[config.mk]
export PLATFORM = sky130hd
export DESIGN_NAME = fadd_arbiter_flat
export DESIGN_NICKNAME = d
export VERILOG_FILES = /design/src/rtl/fadd_arbiter_if.sv /design/src/rtl/fadd_arbiter.sv /design/src/flat_wrapper.sv
export SDC_FILE = /design/constraint.sdc
export NUM_CORES = 1
export LEC_CHECK = 0
export CORE_AREA = 2 2 156 158
export CTS_BUF_LIST = sky130_fd_sc_hd__clkbuf_4
export DETAILED_ROUTE_END_ITERATION = 10
export DIE_AREA = 0 0 158 160
export DONT_BUFFER_PORTS = 1
export PLACE_DENSITY_LB_ADDON = 0.15
export SETUP_SLACK_MARGIN = 0.4
export SLEW_MARGIN = 20
export SYNTH_ARGS = -nofsm -noshare
export SYNTH_HDL_FRONTEND = slang
export SYNTH_SLANG_ARGS = --single-unit
[constraint.sdc]
create_clock -name clk -period 5.3 [get_ports clk]
set_clock_uncertainty 0.1 [all_clocks]
set_input_delay 1.325 -clock clk [delete_from_list [all_inputs] [get_ports clk]]
set_output_delay 1.325 -clock clk [all_outputs]
set_load 0.01 [all_outputs]
[src/rtl/fadd_arbiter_if.sv]
// ----------------------------------------------------------------------------
// fadd_arbiter_if
// Bundles every signal that crosses the fadd_arbiter boundary apart from the
// clock and reset.
//   Requester side : req_valid, req_a, req_b (in)
//                    rsp_valid, rsp_data, rsp_err (out)
//   Status         : grant_id, arb_busy (out)
//   fadd side      : fpu_en, fpu_a, fpu_b (out)
//                    fpu_result, fpu_done, fpu_busy (in)
// The master modport is the arbiter's view. The slave modport is the view of
// the requesters and the fadd unit together.
// ----------------------------------------------------------------------------
interface fadd_arbiter_if #(
   parameter int NREQ = 4,
   parameter int IDW  = $clog2(NREQ)
);
   logic [NREQ-1:0]    req_valid;
   logic [NREQ*32-1:0] req_a;
   logic [NREQ*32-1:0] req_b;
   logic [NREQ-1:0]    rsp_valid;
   logic [31:0]        rsp_data;
   logic               rsp_err;
   logic [IDW-1:0]     grant_id;
   logic               arb_busy;
   logic               fpu_en;
   logic [31:0]        fpu_a;
   logic [31:0]        fpu_b;
   logic [31:0]        fpu_result;
   logic               fpu_done;
   logic               fpu_busy;

   modport master (
      input  req_valid, req_a, req_b, fpu_result, fpu_done, fpu_busy,
      output rsp_valid, rsp_data, rsp_err, grant_id, arb_busy,
             fpu_en, fpu_a, fpu_b
   );

   modport slave (
      output req_valid, req_a, req_b, fpu_result, fpu_done, fpu_busy,
      input  rsp_valid, rsp_data, rsp_err, grant_id, arb_busy,
             fpu_en, fpu_a, fpu_b
   );
endinterface

[src/rtl/fadd_arbiter.sv]
// ----------------------------------------------------------------------------
// fadd_arbiter
// Shares a single multi-cycle fadd unit among NREQ requesters. Arbitration is
// round-robin, and only one operation is in flight at a time. The winner's
// operands are latched and issued. When the adder reports done, the result
// goes back to that requester with a one-cycle valid pulse. If done never
// arrives, a watchdog returns an error response instead.
// Ports:
//   clk  - rising-edge clock
//   rst  - asynchronous active-high reset
//   bus  - fadd_arbiter_if.master. It carries the requests, the responses,
//          grant_id, arb_busy and the fadd handshake. All outputs are
//          registered.
// ----------------------------------------------------------------------------
module fadd_arbiter #(
   parameter int NREQ    = 4,
   parameter int IDW     = $clog2(NREQ),
   parameter int TIMEOUT = 16
) (
   input  logic           clk,
   input  logic           rst,
   fadd_arbiter_if.master bus
);

   // TIMEOUT is at least 8, so TIMEOUT-1 always fits in $clog2(TIMEOUT) bits.
   localparam int WDW = $clog2(TIMEOUT);

   typedef enum logic [1:0] {
      IDLE  = 2'd0,
      ISSUE = 2'd1,
      WAIT  = 2'd2,
      RESP  = 2'd3
   } state_t;

   state_t          r_state, w_nextState;
   logic [IDW-1:0]  r_last, w_last;
   logic [IDW-1:0]  r_grantId, w_grantId;
   logic [WDW-1:0]  r_wdog, w_wdog;
   logic [NREQ-1:0] r_rspValid, w_rspValid;
   logic [31:0]     r_rspData, w_rspData;
   logic            r_rspErr, w_rspErr;
   logic            r_fpuEn, w_fpuEn;
   logic [31:0]     r_fpuA, w_fpuA;
   logic [31:0]     r_fpuB, w_fpuB;
   logic            r_arbBusy, w_arbBusy;

   logic            w_found;
   logic [IDW-1:0]  w_winner;
   logic [IDW-1:0]  w_idx;

   // Round-robin search. The scan starts one past the last served requester
   // and wraps modulo NREQ. The first asserted request it meets wins. The
   // requester that was just served is therefore checked last, so it yields
   // to anyone else who is waiting.
   always_comb begin
      w_found  = 1'b0;
      w_winner = '0;
      w_idx    = '0;
      for (int k = 1; k <= NREQ; k++) begin
         w_idx = IDW'((int'(r_last) + k) % NREQ);
         if (!w_found && bus.req_valid[w_idx]) begin
            w_found  = 1'b1;
            w_winner = w_idx;
         end
      end
   end

   // Next-state logic and next values for every registered output. Each
   // signal holds its value unless a state explicitly changes it. This is how
   // rsp_data keeps the last result between responses.
   always_comb begin
      w_nextState = r_state;
      w_last      = r_last;
      w_grantId   = r_grantId;
      w_wdog      = r_wdog;
      w_rspValid  = r_rspValid;
      w_rspData   = r_rspData;
      w_rspErr    = r_rspErr;
      w_fpuEn     = r_fpuEn;
      w_fpuA      = r_fpuA;
      w_fpuB      = r_fpuB;
      w_arbBusy   = r_arbBusy;

      case (r_state)
         IDLE: begin
            if (w_found && !bus.fpu_busy) begin
               w_grantId   = w_winner;
               w_fpuA      = bus.req_a[{w_winner, 5'b0} +: 32];
               w_fpuB      = bus.req_b[{w_winner, 5'b0} +: 32];
               w_fpuEn     = 1'b1;
               w_arbBusy   = 1'b1;
               w_nextState = ISSUE;
            end
         end
         ISSUE: begin
            w_fpuEn     = 1'b0;
            w_wdog      = '0;
            w_nextState = WAIT;
         end
         WAIT: begin
            if (bus.fpu_done) begin
               w_rspData            = bus.fpu_result;
               w_rspErr             = 1'b0;
               w_rspValid           = '0;
               w_rspValid[r_grantId] = 1'b1;
               w_nextState          = RESP;
            end else if (r_wdog == WDW'(TIMEOUT - 1)) begin
               w_rspData            = '0;
               w_rspErr             = 1'b1;
               w_rspValid           = '0;
               w_rspValid[r_grantId] = 1'b1;
               w_nextState          = RESP;
            end else begin
               w_wdog = r_wdog + 1'b1;
            end
         end
         RESP: begin
            // No arbitration happens here. The served requester is still
            // holding req_valid this cycle, so granting now could issue it
            // twice.
            w_rspValid  = '0;
            w_rspErr    = 1'b0;
            w_last      = r_grantId;
            w_arbBusy   = 1'b0;
            w_nextState = IDLE;
         end
         default: begin
            w_nextState = IDLE;
         end
      endcase
   end

   // State and output registers. Reset drops any in-flight operation without
   // sending a response. r_last starts at NREQ-1 so that requester 0 has
   // first priority after reset.
   always_ff @(posedge clk or posedge rst) begin
      if (rst) begin
         r_state    <= IDLE;
         r_last     <= IDW'(NREQ - 1);
         r_grantId  <= '0;
         r_wdog     <= '0;
         r_rspValid <= '0;
         r_rspData  <= '0;
         r_rspErr   <= 1'b0;
         r_fpuEn    <= 1'b0;
         r_fpuA     <= '0;
         r_fpuB     <= '0;
         r_arbBusy  <= 1'b0;
      end else begin
         r_state    <= w_nextState;
         r_last     <= w_last;
         r_grantId  <= w_grantId;
         r_wdog     <= w_wdog;
         r_rspValid <= w_rspValid;
         r_rspData  <= w_rspData;
         r_rspErr   <= w_rspErr;
         r_fpuEn    <= w_fpuEn;
         r_fpuA     <= w_fpuA;
         r_fpuB     <= w_fpuB;
         r_arbBusy  <= w_arbBusy;
      end
   end

   assign bus.rsp_valid = r_rspValid;
   assign bus.rsp_data  = r_rspData;
   assign bus.rsp_err   = r_rspErr;
   assign bus.grant_id  = r_grantId;
   assign bus.arb_busy  = r_arbBusy;
   assign bus.fpu_en    = r_fpuEn;
   assign bus.fpu_a     = r_fpuA;
   assign bus.fpu_b     = r_fpuB;

endmodule

[src/flat_wrapper.sv]
// flat-port wrapper written by rule: the top's interface ports become plain ports
module fadd_arbiter_flat 
#(
   parameter int NREQ    = 4,
   parameter int IDW     = $clog2(NREQ),
   parameter int TIMEOUT = 16
)
  (clk, rst, bus_req_valid, bus_req_a, bus_req_b, bus_fpu_result, bus_fpu_done, bus_fpu_busy, bus_rsp_valid, bus_rsp_data, bus_rsp_err, bus_grant_id, bus_arb_busy, bus_fpu_en, bus_fpu_a, bus_fpu_b);
  fadd_arbiter_if #(.NREQ(NREQ), .IDW(IDW)) bus_i ();
  input  logic clk;
  input  logic rst;
  input wire logic [$bits(bus_i.req_valid)-1:0] bus_req_valid;
  input wire logic [$bits(bus_i.req_a)-1:0] bus_req_a;
  input wire logic [$bits(bus_i.req_b)-1:0] bus_req_b;
  input wire logic [$bits(bus_i.fpu_result)-1:0] bus_fpu_result;
  input wire logic [$bits(bus_i.fpu_done)-1:0] bus_fpu_done;
  input wire logic [$bits(bus_i.fpu_busy)-1:0] bus_fpu_busy;
  output wire logic [$bits(bus_i.rsp_valid)-1:0] bus_rsp_valid;
  output wire logic [$bits(bus_i.rsp_data)-1:0] bus_rsp_data;
  output wire logic [$bits(bus_i.rsp_err)-1:0] bus_rsp_err;
  output wire logic [$bits(bus_i.grant_id)-1:0] bus_grant_id;
  output wire logic [$bits(bus_i.arb_busy)-1:0] bus_arb_busy;
  output wire logic [$bits(bus_i.fpu_en)-1:0] bus_fpu_en;
  output wire logic [$bits(bus_i.fpu_a)-1:0] bus_fpu_a;
  output wire logic [$bits(bus_i.fpu_b)-1:0] bus_fpu_b;
  assign bus_i.req_valid = bus_req_valid;
  assign bus_i.req_a = bus_req_a;
  assign bus_i.req_b = bus_req_b;
  assign bus_i.fpu_result = bus_fpu_result;
  assign bus_i.fpu_done = bus_fpu_done;
  assign bus_i.fpu_busy = bus_fpu_busy;
  assign bus_rsp_valid = bus_i.rsp_valid;
  assign bus_rsp_data = bus_i.rsp_data;
  assign bus_rsp_err = bus_i.rsp_err;
  assign bus_grant_id = bus_i.grant_id;
  assign bus_arb_busy = bus_i.arb_busy;
  assign bus_fpu_en = bus_i.fpu_en;
  assign bus_fpu_a = bus_i.fpu_a;
  assign bus_fpu_b = bus_i.fpu_b;
  fadd_arbiter #(.NREQ(NREQ), .IDW(IDW), .TIMEOUT(TIMEOUT)) u_core (.clk(clk), .rst(rst), .bus(bus_i));
endmodule
==> summary.txt, run 1 <==
Worst setup path
  • Cells along the critical path: nor4_1 -> nor2_1 -> and2_1 -> nand2_2 -> buf_4 -> o221ai_1
  • Worst stage delay on the critical path: ~650 ps
  • Critical Path Fanout Max: 39
  • Crit path launch type: primary input
  • R2R setup slack: between 2000 and 3000 ps
  • WP buf/inv: 1
  • Worst R2R End: u_core.bus.fpu_b[31]$_DFFE_PP0P_
  • Critical Path AT: 3430 ps
  • Crit-path slowest cell: nand2_2
  • Cell class contributing the biggest share of worst-path delay: simple AND/OR/NAND/NOR gates
  • R2R depth: 6
  • RR Startpoint: u_core.r_last[1]$_DFFE_PP1P_
  • Crit path kind: primary input to flip-flop
  • CP endpoint kind: flip-flop
  • WP data required: roughly 5500 ps
  • Stages on worst setup path: 6

Clock tree
  • CTS tree: yes
  • Clock sinks: ~110
  • Post-CTS Setup Repair Bufs: 0
  • Clk Latency, worst-skew pair: approximately 520 ps
  • Clk slew on worst S/H paths: between 100 and 150 ps
  • CTS Hold Buffers Added: 0
  • Clock root buffer: clkbuf_4
  • CTS Buffer Depth: 2
  • Post-CTS sizing: 0
  • Max H-tree Level: 4
  • CTS Buf Count: 17

Timing
  • Period utilization: roughly three fifths
  • RSZ-0062 raised after global routing: false
  • Fin. Hold Viols: 0
  • Worst-Margin Slew: between 900 and 1000 ps
  • Worst slew margin: 38.1%
  • Final setup viols: 0
  • Final hold slack: 458 ps
  • Slew Limit Fails: 0
  • Min cycle time layout: 3190 ps
  • TNS Setup: 0 ps
  • Worst setup margin: between 2000 and 2500 ps
  • Fmax: ~0.31 GHz

Place
  • HPWL after DPL: roughly 14000 µm
  • Gpl congestion: 0.725
  • Pre-CTS setup slack: between 1500 and 2000 ps
  • Port bufs: 0

Route
  • Routed len/inst: around 22 µm
  • Post-route ant nets: 0
  • DRT iter0 DRCs: 240
  • WL final: slightly below 20000 µm
  • Via-per-instance ratio: between 5 and 6
  • Drt first pass iters: 4
  • Total number of vias: 4434
  • Final routed DRC violation total: 0

Synthesis
  • Yosys top cell by area: dfrtp_1
  • Mapped Nets: between 800 and 900
  • Post-synth top area share: ~46%
  • EDFF count, synth: 0
  • Synthesized area per cell: 11.2 µm²
  • Top cells by area, synth: dfrtp_1, mux2i_1, o221ai_1, nand2_1, a22o_1
  • Synth Register Bits: between 100 and 150
  • Primary FF master, synth: dfrtp_1
  • Yosys warns: 0
  • Sequential fraction of the synthesis area: between 40% and 50%
  • Post-Synthesis Cells: 539
  • FFs w/ async S/R, synth: 100%
  • Post-synth cell types: 38
  • Synthesized cell area: 6020 µm²

Run
  • Max cap viols: 0

Power and ir drop
  • Clock network fraction of design power: a little under a fifth
  • Psw: about 1600 µW
  • Power density cells: between 500 and 600 nW/µm²
  • Pint: ~2200 µW
  • Comb pwr share: between 30% and 40%
  • Lkg Pwr: between 0.002 and 0.003 µW
  • Sequential power share: between 40% and 50%
  • Switching Share: a little over two fifths
  • Peak supply drop: 276 µV

Global route
  • Global Route Usage Sum: between 10% and 20%
  • Largest net degree at the start of global routing: 120
  • Vias in the first global route: about 4800
  • Total gr overflow: 0
  • First-pass GRT wire length: approximately 28000 µm
  • Initial antenna violation count: 2

Worst hold path
  • Hold Path End: u_core.r_wdog[2]$_DFFE_PP0P_
  • Hold Path Depth: 1
  • HP Start: u_core.r_wdog[2]$_DFFE_PP0P_
  • Min-delay worst type: flip-flop to flip-flop

Die
  • Row cnt: 57
  • IO Count: 401
  • Die area: roughly 25000 µm²
  • Height of the die: between 150 and 200 µm
  • Chip Width: ~160 µm
  • Initial Util: approximately a quarter
  • Core area: roughly 24000 µm²

Layout
  • Finished Core Util: 27.4%
  • P&R area growth vs syn: 8.53%
  • Fill cells: between 2000 and 3000
  • Final net count: slightly above 800
  • Share of cells above drive strength 1: a little under a tenth

Status
  • Outcome: complete, no violations
## metrics by stage
stage | total power (µW) | std cells | area, µm²
after floorplan | 2800 | 539 | 6020
after global placement | 3100 | 824 | 6210
after detailed placement | 3140 | 824 | 6210
after CTS | 3870 | 855 | 6520
after global routing | 4090 | 857 | 6530
final | 3820 | 857 | 6530
## cells in the mapped netlist, types with 3 or more instances
library cell	instances
buf_4	3
buf_2	18
dfrtp_1	111
nor2_1	9
clkbuf_1	13
o21ai_1	3
buf_6	12
a22o_1	32
and2_1	4
mux2i_1	129
nand3_1	7
ha_1	5
inv_1	8
o221ai_1	64
a21oi_1	4
o21ai_0	12
nand2_1	80
## worst reg2reg max path: stages, from the launching register on
cell,delay [ps]
dfstp_2,620
mux2i_1,200
o21ai_1,120
a311oi_4,290
buf_12,500
mux2i_1,640
o221ai_1,160
## placed cells by master (no fill, tap or decap), types with 2 or more instances in the layout
| master | synthesis | layout |
|---|---|---|
| o21ai_1 | 3 | 3 |
| a21oi_1 | 4 | 4 |
| and2_1 | 4 | 3 |
| diode_2 | 0 | 2 |
| clkbuf_4 | 0 | 17 |
| inv_1 | 8 | 7 |
| bufinv_16 | 0 | 3 |
| nand3_1 | 7 | 7 |
| nor2_1 | 9 | 9 |
| a22oi_1 | 2 | 2 |
| buf_4 | 3 | 7 |
| dfrtp_1 | 111 | 111 |
| mux2i_1 | 129 | 129 |
| dfstp_2 | 2 | 2 |
| clkinvlp_4 | 0 | 2 |
| clkinv_4 | 0 | 3 |
| mux2_2 | 2 | 2 |
| o221ai_1 | 64 | 64 |
| nand2_1 | 80 | 78 |
| ha_1 | 5 | 5 |
| a22o_1 | 32 | 32 |
| nand2_2 | 0 | 2 |
| o21ai_0 | 12 | 12 |
| inv_6 | 0 | 5 |
## sequential cells by signal (all words and copies together), names as in the netlist
signal,count
u_core.bus.fpu_a,32
u_core.bus.fpu_b,32
u_core.bus.rsp_data,32
u_core.bus.rsp_valid,4
u_core.r_wdog,4
u_core.bus.grant_id,2
u_core.r_last,2
u_core.r_state,2
u_core.bus.arb_busy,1
u_core.bus.fpu_en,1
u_core.bus.rsp_err,1
## worst max-delay path by stage
stage	slack [ps]	end	startpoint
2_1_floorplan	890	u_core.bus.arb_busy$_DFFE_PP0P_	rst
3_3_place_gp	1640	u_core.bus.fpu_a[20]$_DFFE_PP0P_	bus_req_valid[3]
3_5_place_dp	1500	u_core.bus.fpu_a[20]$_DFFE_PP0P_	bus_req_valid[3]
4_1_cts	2120	u_core.bus.fpu_a[20]$_DFFE_PP0P_	bus_req_valid[3]
5_1_grt	1930	u_core.bus.fpu_a[20]$_DFFE_PP0P_	bus_req_valid[3]
6_report	2110	u_core.bus.fpu_a[20]$_DFFE_PP0P_	bus_req_valid[3]
## kinds of logic after synthesis
logic type | after synthesis | share of synthesized area, %
buffers and inverters | 55 | 5.49
adders and majority gates | 5 | 1.04
xor gates and xnor gates | 1 | 0.146
muxes | 131 | 21.8
AOI/OAI and AO/OA | 123 | 16.7
and+or+nand+nor | 111 | 7.78
DFF | 113 | 47.0
## per-layer routing
metal | up-vias | part of all wire, % | GRT usage (%) | routed length (µm)
li1 | 1995 | - | - | -
met2 | 244 | 52 | 26.1 | 10100
met4 | 0 | 1.9 | 5.61 | 359
met3 | 17 | 9.4 | 5.43 | 1810
met5 | - | 0 | 0 | 0
met1 | 2178 | 36 | 15.5 | 7000
## power by group through the flow
stage                     combinational [µW]  clock, µW  sequential, µW
after floorplan                         1140          0            1660
after global placement                  1270          0            1830
after detailed placement                1330          0            1810
after CTS                               1310        758            1800
after global routing                    1450        800            1850
final                                   1300        726            1800
## area by class of cell
| type | instances | area [µm²] | share of cell area (%) |
|---|---|---|---|
| Tap cell | 324 | 405 | 6.21 |
| Inverter | 8 | 32.5 | 0.498 |
| Multi-Input combinational cell | 371 | 2880 | 44.0 |
| Antenna cell | 2 | 5.00 | 0.0767 |
| Clock buffer | 17 | 128 | 1.95 |
| Sequential cell | 113 | 2830 | 43.3 |
| Timing Repair Buffer | 8 | 72.6 | 1.11 |
| Clock inverter | 14 | 180 | 2.76 |
Note: power is estimated with default switching activity, not from simulation.
==> run 2: changes to the inputs <==
clock period = 2.7 ns   (was 5.3 ns; I/O delays follow)
==> summary.txt, run 2 (synthesis gave the netlist of run 1 again) <==
Layout
  • P&R area growth vs syn: 20.0%
  • Most common cell after layout, fill and taps aside: mux2i_1
  • Most frequent cells in the layout: mux2i_1, dfrtp_1, nand2_1, o221ai_1, a22o_1
  • Fill cells: 2470 (-2.3%)
  • Multi-input gate area: 3020 µm² (+5.0%)
  • FF+latch area: 2830 µm² (unchanged)
  • Share of cells above drive strength 1: 17.3% (+7.8 points)
  • Final net count: 850 (+3.7%)

Place
  • Pre-CTS setup slack: 15.0 ps (-1490 ps)
  • Gpl congestion: 0.734 (+1.3%)
  • Port bufs: 0 (unchanged)
  • HPWL after DPL: 14700 µm (+1.9%)

Timing
  • TNS Setup: 0 ps (unchanged)
  • Fin. Hold Viols: 0 (unchanged)
  • Fmax: 0.437 GHz
  • Final setup viols: 0 (unchanged)
  • Min cycle time layout: between 2000 and 2500 ps
  • Period utilization: between 80% and 90%
  • Slew Limit Fails: 0 (unchanged)
  • RSZ-0062 raised after global routing: true
  • Worst-Margin Slew: 588 ps (-341 ps)
  • Worst slew margin: 60.7% (+23 points)
  • Worst setup margin: 410 ps (-1700 ps)

Die
  • Die area: 25300 µm² (unchanged)
  • Initial Util: 25.3% (unchanged)
  • IO Count: 401 (unchanged)
  • Row cnt: 57 (unchanged)
  • Core area: 23800 µm² (unchanged)
  • Chip Width: 158 µm (unchanged)
  • Height of the die: 160 µm (unchanged)

Worst setup path
  • WP data required: 2970 ps (-2570 ps)
  • Critical Path Fanout Max: 17 (-56%)
  • Critical Path AT: 2560 ps (-870 ps)
  • Crit-path slowest cell: dfstp_2
  • CP endpoint kind: flip-flop
  • Worst stage delay on the critical path: 560 ps (-90 ps)
  • Cells along the critical path: mux2i_1 -> o21ai_2 -> a311oi_4 -> buf_12 -> buf_16 -> mux2i_2 -> o221ai_1
  • Crit path launch type: flip-flop
  • R2R depth: 7 (+1)
  • Crit path kind: flip-flop to flip-flop

Power and ir drop
  • Peak supply drop: 447 µV (+62%)
  • Power density cells: 1120 nW/µm² (+91%)
  • Lkg Pwr: 0.00317 µW (+9.2%)

Route
  • Post-route ant nets: 0 (unchanged)
  • Via-per-instance ratio: 5.22 (+0.80%)
  • Final routed DRC violation total: 0 (unchanged)
  • WL final: 21000 µm (+8.8%)
  • DRT iter0 DRCs: 337 (+40%)
  • Drt first pass iters: 4 (unchanged)
  • Total number of vias: 4626 (+4.3%)
  • Routed len/inst: 23.6 µm (+5.1%)

Clock tree
  • Clk Latency, worst-skew pair: 490 ps (-30 ps)
  • Clk slew on worst S/H paths: 130 ps (+20 ps)
  • CTS Buf Count: 17 (unchanged)
  • Max H-tree Level: 4 (unchanged)
  • CTS Buffer Depth: 2 (unchanged)
  • Clock sinks: 113 (unchanged)
  • CTS tree: yes
  • Clock root buffer: clkbuf_4

Global route
  • Initial antenna violation count: 1 (-1)
  • Total gr overflow: 0 (unchanged)
  • Vias in the first global route: 4755 (-0.21%)
  • Largest net degree at the start of global routing: 50 (-58%)
  • First-pass GRT wire length: 29000 µm (+5.0%)
  • Global Route Usage Sum: 15.4% (+0.78 points)

Worst hold path
  • Hold Path Depth: 1 (unchanged)
  • Min-delay worst type: primary input to flip-flop

Status
  • Outcome: complete, no violations

Run
  • Max cap viols: 0 (unchanged)
## run 2: changes by cell type in the layout (fill, tap and decap cells not counted), moves of 6 or more
cell	before	now
mux2i_1	129	112
buf_12	1	11
mux2i_2	0	10
mux2i_4	0	7
buf_16	0	6
clkbuf_16	0	6
## run 2: worst max-delay path: cells and delay by family (launching register included)
kind	cells	cell delay, ps
AO/OA/AOI/OAI	3	610
buffers and inverters	2	410
flip-flops	1	560
multiplexers	2	470
## run 2: layout make-up
type / count / share of cell area [%]
Timing Repair Buffer: 38 / 9.27
Clock buffer: 19 / 1.98
Antenna cell: 1 / 0.0347
Clock inverter: 13 / 1.66
Tap cell: 324 / 5.61
Sequential cell: 113 / 39.2
Multi-Input combinational cell: 371 / 41.8
Inverter: 8 / 0.468
## run 2: power breakdown
group / internal, µW / switching [µW]
Combinational: 1730 / 1590
Sequential: 2480 / 1050
Clock: 554 / 677
Total: 4760 / 3320
## run 2: path summary, 6_finish.rpt
path                                         startpoint                             endpoint  slack [ps]
min in group asynchronous                           rst  u_core.bus.rsp_data[12]$_DFFE_PP0P_         600
hold reg to reg            u_core.r_wdog[0]$_DFFE_PP0P_         u_core.r_wdog[0]$_DFFE_PP0P_         430
max in group asynchronous                           rst         u_core.r_last[1]$_DFFE_PP1P_        1190
setup reg to reg           u_core.r_last[1]$_DFFE_PP1P_      u_core.bus.fpu_b[7]$_DFFE_PP0P_         410
hold / removal                       bus_fpu_result[16]  u_core.bus.rsp_data[16]$_DFFE_PP0P_         180
setup / recovery           u_core.r_last[1]$_DFFE_PP1P_      u_core.bus.fpu_b[7]$_DFFE_PP0P_         410
## run 2: what timing repair did
action / in CTS / in global routing
cloned: 3 / 7
buffers inserted: 6 / 3
endpoints found under the hold margin: 23 / 0
pin swaps: 1 / 8
resized for setup: 13 / 25
endpoints found under the setup margin: 38 / 57
hold buffers: 1 / 0
## run 2: per-layer routing
metal | track usage, % | part of all wire, %
met2 | 28.0 | 53
met4 | 3.52 | 1.0
met5 | 0 | 0
met3 | 6.27 | 9.5
met1 | 16.6 | 36
## run 2: through the flow
stage / utilization (%) / instances / hold WS [ps] / instance area [µm²] / power [µW]
after global routing: 30.3 / 886 / 98.1 / 7220 / 8690
after floorplan: - / 539 / 372 / 6020 / 5500
after CTS: 29.0 / 876 / 108 / 6920 / 7870
after global placement: 27.0 / 834 / 407 / 6430 / 6250
final: 30.3 / 887 / 185 / 7220 / 8080
after detailed placement: 27.0 / 834 / 415 / 6430 / 6300
